--- config.mk ---
export PLATFORM = sky130hd
export DESIGN_NAME = mem_arbiter
export DESIGN_NICKNAME = d
export VERILOG_FILES = /design/src/rtl/cpu_types_pkg.sv /design/src/rtl/mem_arbiter.sv
export SDC_FILE = /design/constraint.sdc
export NUM_CORES = 1
export LEC_CHECK = 0
export ABC_CLOCK_PERIOD_IN_PS = 3200
export CORE_AREA = 2 2 104 106
export DETAILED_ROUTE_END_ITERATION = 8
export DIE_AREA = 0 0 106 108
export PLACE_DENSITY = 0.61
export SLEW_MARGIN = 20
export SYNTH_ARGS = -nofsm -noshare
export SYNTH_HDL_FRONTEND = slang
export SYNTH_SLANG_ARGS = --single-unit
--- constraint.sdc ---
create_clock -name CLK -period 3.2 [get_ports CLK]
set_clock_uncertainty 0.05 [all_clocks]
set_input_delay 0.48 -clock CLK [delete_from_list [all_inputs] [get_ports CLK]]
set_output_delay 0.48 -clock CLK [all_outputs]
set_load 0.05 [all_outputs]
--- src/rtl/cpu_types_pkg.sv ---
// Shared CPU types: RAM handshake state, word type
// and the memory arbiter state encoding.
package cpu_types_pkg;

   typedef logic [31:0] word_t;

   typedef enum logic [1:0] {
      FREE   = 2'd0,
      BUSY   = 2'd1,
      ACCESS = 2'd2,
      ERROR  = 2'd3
   } ramstate_t;

   typedef enum logic [1:0] {
      IDLE   = 2'd0,
      ISERVE = 2'd1,
      DSERVE = 2'd2,
      DHOLD  = 2'd3
   } arb_state_t;

endpackage

--- src/rtl/mem_arbiter.sv ---
// Icache/dcache arbiter in front of a single-ported RAM,
// with dcache block pairing and bounded icache starvation.
module mem_arbiter
   import cpu_types_pkg::*;
#(
   parameter int STARVE_MAX = 4
) (
   input  logic        CLK,
   input  logic        RST,
   input  logic        iREN,
   input  logic [31:0] iaddr,
   output logic        iwait,
   output logic [31:0] iload,
   input  logic        dREN,
   input  logic        dWEN,
   input  logic [31:0] daddr,
   input  logic [31:0] dstore,
   output logic        dwait,
   output logic [31:0] dload,
   output logic        ramREN,
   output logic        ramWEN,
   output logic [31:0] ramaddr,
   output logic [31:0] ramstore,
   input  logic [31:0] ramload,
   input  ramstate_t   ramstate
);

   localparam logic [3:0] SMAX = 4'(STARVE_MAX);

   arb_state_t state, nxt;
   arb_state_t resolved;
   logic [3:0] scnt, scnt_n;
   logic       dreq;
   logic       dwin;

   always_ff @(posedge CLK or posedge RST) begin
      if (RST) begin
         state <= IDLE;
         scnt  <= '0;
      end else begin
         state <= nxt;
         scnt  <= scnt_n;
      end
   end

   always_comb begin
      nxt      = state;
      scnt_n   = scnt;
      iwait    = 1'b1;
      iload    = '0;
      dwait    = 1'b1;
      dload    = '0;
      ramREN   = 1'b0;
      ramWEN   = 1'b0;
      ramaddr  = '0;
      ramstore = '0;
      dreq     = dREN | dWEN;
      // dcache wins ties until the icache has waited out STARVE_MAX grants
      dwin     = dreq && (!iREN || (scnt < SMAX));
      resolved = dwin ? DSERVE : (iREN ? ISERVE : IDLE);

      unique case (state)
         IDLE: begin
            nxt = resolved;
         end
         DHOLD: begin
            nxt = dreq ? DSERVE : resolved;
         end
         DSERVE: begin
            ramaddr  = daddr;
            ramstore = dstore;
            if (!dreq) begin
               nxt = IDLE;
            end else begin
               ramWEN = dWEN;
               ramREN = dREN & ~dWEN;
               if (ramstate == ACCESS) begin
                  dwait = 1'b0;
                  dload = ramload;
                  if (iREN)
                     scnt_n = (scnt == 4'hF) ? scnt
                                             : scnt + 4'd1;
                  else
                     scnt_n = '0;
                  nxt = daddr[2] ? IDLE : DHOLD;
               end
            end
         end
         ISERVE: begin
            if (!iREN) begin
               nxt = IDLE;
            end else begin
               ramREN  = 1'b1;
               ramaddr = iaddr;
               if (ramstate == ACCESS) begin
                  iwait  = 1'b0;
                  iload  = ramload;
                  scnt_n = '0;
                  nxt    = IDLE;
               end
            end
         end
         default: nxt = IDLE;
      endcase
   end

endmodule

==> results of run 1 <==
[Yosys cell counts, types with 2 or more instances]
| cell | number | area [um2] |
|---|---|---|
| clkbuf_1 | 26 | 97.6 |
| inv_1 | 5 | 18.8 |
| a22oi_1 | 32 | 240 |
| nand2_1 | 3 | 11.3 |
| ha_1 | 6 | 75.1 |
| a21o_1 | 2 | 15.0 |
| or2b_1 | 2 | 15.0 |
| dfrtp_1 | 6 | 150 |
| and2_1 | 35 | 219 |
| nand3_1 | 3 | 15.0 |
| nor2b_1 | 36 | 225 |
| nor2_1 | 6 | 22.5 |
| and3_1 | 65 | 407 |
| o21ai_0 | 3 | 15.0 |
[state kept, by name (all words and copies together) (netlist names)]
name	flops
state	2
scnt	4
[routing by layer]
layer | vias to the layer above | wire length [um] | GRT usage (%)
li1 | 1385 | - | -
met1 | 1261 | 3880 | 18.1
met2 | 166 | 5450 | 32.6
met3 | 10 | 1190 | 6.45
met4 | 0 | 250 | 4.42
met5 | - | 0 | 0
[cell families (layout without fill, tap and decap cells)]
family	after synthesis	in the layout	share of synthesized area [%]
adder cells (fa/ha/maj)	6	6	4.50
multiplexers	2	2	1.28
buffers and inverters	32	281	7.28
flip-flops	6	6	9.01
AND/OR/NAND/NOR	157	157	57.8
AO/OA/AOI/OAI	45	45	20.1
[cell usage in the layout (no fill, tap or decap), types with 3 or more instances in the layout]
master	count
nor2_1	6
clkdlybuf4s50_1	135
nand2_1	3
o21ai_0	3
a22oi_1	32
inv_1	5
nor2b_1	35
buf_12	99
ha_1	5
and2_1	34
dfrtp_1	6
nand3_1	3
and3_1	65
buf_4	39
clkbuf_8	3
[worst max path at each step]
stage | cells past startpoint | to
detailed placement | 5 | iload[25]
CTS | 5 | iload[25]
floorplan | 7 | ramaddr[11]
finish | 5 | iload[25]
global route | 5 | iload[25]
global placement | 5 | iload[4]
[report_power, final]
group          internal (mW)  total, mW  leakage (nW)  switching (mW)
combinational           1.23       2.88          2.28            1.64
sequential             0.112      0.154        0.0701          0.0416
clock                 0.0803      0.107        0.0216          0.0270
total                   1.43       3.14          2.37            1.71
[final cells by class]
type,count,area (um2),area share (%)
Clock buffer,3,41.3,0.764
Inverter,5,18.8,0.347
Multi-Input combinational cell,210,1400,25.9
Sequential cell,6,150,2.78
Tap cell,136,170,3.15
Timing Repair Buffer,273,3630,67.1
==> results.txt, run 1 <==
DIE AREA: 11400 um2
power density cells: 580 nW/um2
reg-to-reg setup timing slack: 1.24 ns
Crit. End Element: primary output
hold_ws: 0.426 ns
status: finished clean
syn avg cell area: 6.72 um2
relative slew slack: 65.5%
CP Data Arrival Time: 2.23 ns
number of global-route vias before repair: 2910
DPL Wire Length: 9220 um
final total negative setup slack: 0 ns
Post-Syn Area: 1670 um2
First-pass DRT Iterations: 4
post-route cell area: 5410 um2
slew of the pin with the lowest slew margin: 0.515 ns
Die X: 106 um
post-cts resize count: 0
fin. max-slew vios: 0
Final Cycle Share: 86.3%
dpl ws: 0.437 ns
clock buffer depth: 2
Via density: 4.46
sequential element share of the synthesized area: 9.01%
Synth async-reset ratio: 100%
Placed Instances: 630
r2r startpoint: state[1]
Fin. Hold Viols: 0
CP bufs+invs: 3
CTS tree: built
TritonCTS sink count: 6
crit path from: iREN
via count: 2822
final std cells w/o fill: 633
Worst Setup Start Kind: input port
share of cells above drive strength 1: 29.6%
Final ANT Viol Nets: 0
Setup violations, final: 0
Power, Total: 3.14 mW
ys flop type: dfrtp_1
post-route setup slack: 0.438 ns
drt total wl: 10800 um
cells after synthesis: 248
grt total ovfl: 0
htree depth: 1
syn_nets: 389
PortBufs: 266
FF-to-FF End: scnt[3]
# diodes: 0
number of distinct library cells after synthesis: 32
Peak VDD IR: 0.000402 V
CP max stage delay: 0.57 ns
gpl congestion: 0.841
top achievable clock speed: 362 MHz
IO Count: 267
utilization after layout: 52.9%
crit-path cells: clkdlybuf4s50_1 > and2_2 > buf_4 > and3_1 > buf_12
cts bufs inserted: 3
Starting Density: 16.3%
YS warnings: 0
nets: 640
leakage power figure: 2.37 nW
FILL cells: 924
Worst Path Required: 2.67 ns
Die H: 108 um
DRC: 0
initial antenna violation count: 0
row cnt: 37
RSZ-0062 raised after global routing: false
post-DR wirelength/cell: 17.0 um
Root Buffer: clkbuf_8
Seq cells post-synth: 6
Iter 0 DRT Violations: 105
Worst-Skew Late Latency: 0.21 ns
Post-CTS Hold Fix Bufs: 0
Worst-path clk slew: 0.03 ns
Post-synth EDFFs: 0
largest net degree at the start of global routing: 49
largest fanout on the critical path: 29
Setup CP Type: input port to primary output
max_cap viols: 0
global-route wire length before repair: 15800 um
Worst path top cell family by delay: buffers and inverters
DP Area: 5370 um2
Critical-path top delay cell: clkdlybuf4s50_1
setup bufs post-CTS: 0
synth-to-layout area growth: 224%
gr usage total: 17.3%
Register-to-Register Path Depth: 6
Tmin final: 2.76 ns
total core area: 10200 um2
worst min path class: input port to asynchronous set/reset pin
(Power assumes the default switching activity.)
==> inputs of run 2 (changes only) <==
--- a/config.mk
+++ b/config.mk
@@ -5,11 +5,11 @@
 export SDC_FILE = /design/constraint.sdc
 export NUM_CORES = 1
 export LEC_CHECK = 0
-export ABC_CLOCK_PERIOD_IN_PS = 3200
-export CORE_AREA = 2 2 104 106
+export ABC_CLOCK_PERIOD_IN_PS = 2900
+export CORE_AREA = 5 5 100 102
 export DETAILED_ROUTE_END_ITERATION = 8
-export DIE_AREA = 0 0 106 108
-export PLACE_DENSITY = 0.61
+export DIE_AREA = 0 0 105 107
+export PLACE_DENSITY = 0.69
 export SLEW_MARGIN = 20
 export SYNTH_ARGS = -nofsm -noshare
 export SYNTH_HDL_FRONTEND = slang
==> constraint.sdc (replaced) <==
create_clock -name CLK -period 2.9 [get_ports CLK]
set_clock_uncertainty 0.05 [all_clocks]
set_input_delay 0.435 -clock CLK [delete_from_list [all_inputs] [get_ports CLK]]
set_output_delay 0.435 -clock CLK [all_outputs]
set_load 0.05 [all_outputs]
==> run 2 against run 1 <==
Worst setup slack worse by 0.042 ns. Sequential share of layout area fell by 0.17 points. Hold slack worse by 0.036 ns. Cell count is 4.1% lower. First-iteration DRC count up 23%. Largest power group unchanged.
==> results.txt, run 2 (synthesis results as in run 1) <==
Die X: 105 um
synth-to-layout area growth: 246%
hold_ws: 0.390 ns
internal power: 1.81 mW
drt total wl: 11300 um
cts bufs inserted: 3
power density cells: 650 nW/um2
clock buffer depth: 2
CP Depth: 4
r2r startpoint: state[0]
setup bufs post-CTS: 0
largest fanout on the critical path: 6
Net Sw Frac: 51.7%
max reg flops: 4
Worst Setup Start Kind: flip-flop
Setup CP Type: flip-flop to primary output
Final ANT Viol Nets: 0
Placed Instances: 604
Fin. Hold Viols: 0
top achievable clock speed: 399 MHz
via count: 2869
total core area: 9020 um2
CP max stage delay: 0.81 ns
DP Area: 5730 um2
nets: 639
Critical Path Sink: ramWEN
Worst Path Required: 2.41 ns
Iter 0 DRT Violations: 129
relative slew slack: 65.8%
utilization after layout: 64.0%
Clk pwr share: 3.2%
dpl ws: 0.446 ns
PortBufs: 266
global-route wire length before repair: 17500 um
Starting Density: 18.5%
CP bufs+invs: 2
DRC: 0
row cnt: 35
number of global-route vias before repair: 3057
gr usage total: 19.1%
crit path from: state[0]
Most flops, register: scnt
Flop pwr share: 4.6%
Register-to-Register Path Depth: 6
DIE AREA: 11200 um2
most common cell after layout, fill and taps aside: clkdlybuf4s50_1
met1 Use GR: 19.3%
Power, Total: 3.75 mW
CTS tree: built
fin. max-slew vios: 0
crit-path cells: inv_1 > ha_1 > and2_1 > clkdlybuf4s50_1
post-DR wirelength/cell: 18.6 um
Combinational Power Share: 92.2%
leakage power figure: 2.46 nW
Root Buffer: clkbuf_8
Crit. End Element: primary output
met3 usage: 7.65%
post-cts resize count: 0
htree depth: 1
grt peak-use layer: met2
top flop regs: scnt (4), state (2)
status: finished clean
DPL Wire Length: 9850 um
initial antenna violation count: 0
final total negative setup slack: 0 ns
Peak VDD IR: 0.000294 V
Setup violations, final: 0
GR Util met2: 37.6%
Worst-Skew Late Latency: 0.21 ns
gpl congestion: 0.880
reg-to-reg setup timing slack: 0.91 ns
post-route cell area: 5770 um2
worst min path class: input port to asynchronous set/reset pin
Worst-path clk slew: 0.03 ns
grt total ovfl: 0
max_cap viols: 0
Final Cycle Share: 86.3%
largest net degree at the start of global routing: 68
CP Data Arrival Time: 2.02 ns
commonest cells after routing, fill and taps aside: 135 x clkdlybuf4s50_1, 131 x buf_12, 65 x and3_1
FF-to-FF End: scnt[0]
First-pass DRT Iterations: 4
final std cells w/o fill: 607
IO Count: 267
share of cells above drive strength 1: 29.4%
switching pwr: 1.94 mW
Critical-path top delay cell: clkdlybuf4s50_1
Worst path top cell family by delay: buffers and inverters
# diodes: 0
Via density: 4.73
Post-CTS Hold Fix Bufs: 0
Die H: 107 um
slew of the pin with the lowest slew margin: 0.511 ns
TritonCTS sink count: 6
RSZ-0062 raised after global routing: false
Tmin final: 2.50 ns
post-route setup slack: 0.396 ns
==> run 2: cell types whose count changed in the layout (fill, tap and decap cells not counted) <==
cell    delta
buf_4     -33
buf_12    +32
==> run 2: area by class of cell <==
class / instances / area, um2
timing repair buffer: 272 / 4020
fill: 711 / 3250
multi-input combinational: 210 / 1400
sequential: 6 / 150
tap: 111 / 139
clock buffer: 3 / 41.3
inverter: 5 / 18.8
==> run 2: how the worst min path moves through the flow <==
| stage | from | end |
|---|---|---|
| after floorplan | RST | scnt[0] |
| after global placement | scnt[1] | scnt[1] |
| after detailed placement | scnt[1] | scnt[1] |
| after CTS | RST | state[1] |
| after global routing | RST | state[1] |
| final | RST | state[1] |
==> run 2: power groups by stage <==
stage	sequential, mW	clock (mW)	combinational [mW]
final	0.173	0.119	3.46
after global routing	0.179	0.125	3.63
after CTS	0.172	0.122	3.49
after detailed placement	0.174	0	3.49
after global placement	0.166	0	3.43
after floorplan	0.160	0	1.78
==> run 2: worst reg2reg max path, delay by kind of cell (launching register included) <==
family	cells	cell delay (ns)
AOI/OAI and AO/OA	1	0.18
adders and majority gates	1	0.24
buffers and inverters	2	0.37
DFF	1	0.42
muxes	1	0.34
and+or+nand+nor	1	0.27
==> run 2: routing by layer <==
metal  part of all wire (%)  vias to the layer above  wire length (um)
li1                       -                     1379                 -
met1                     33                     1320              3750
met2                     56                      166              6280
met3                     11                        4              1190
met4                   0.63                        0                71
met5                      0                        -                 0
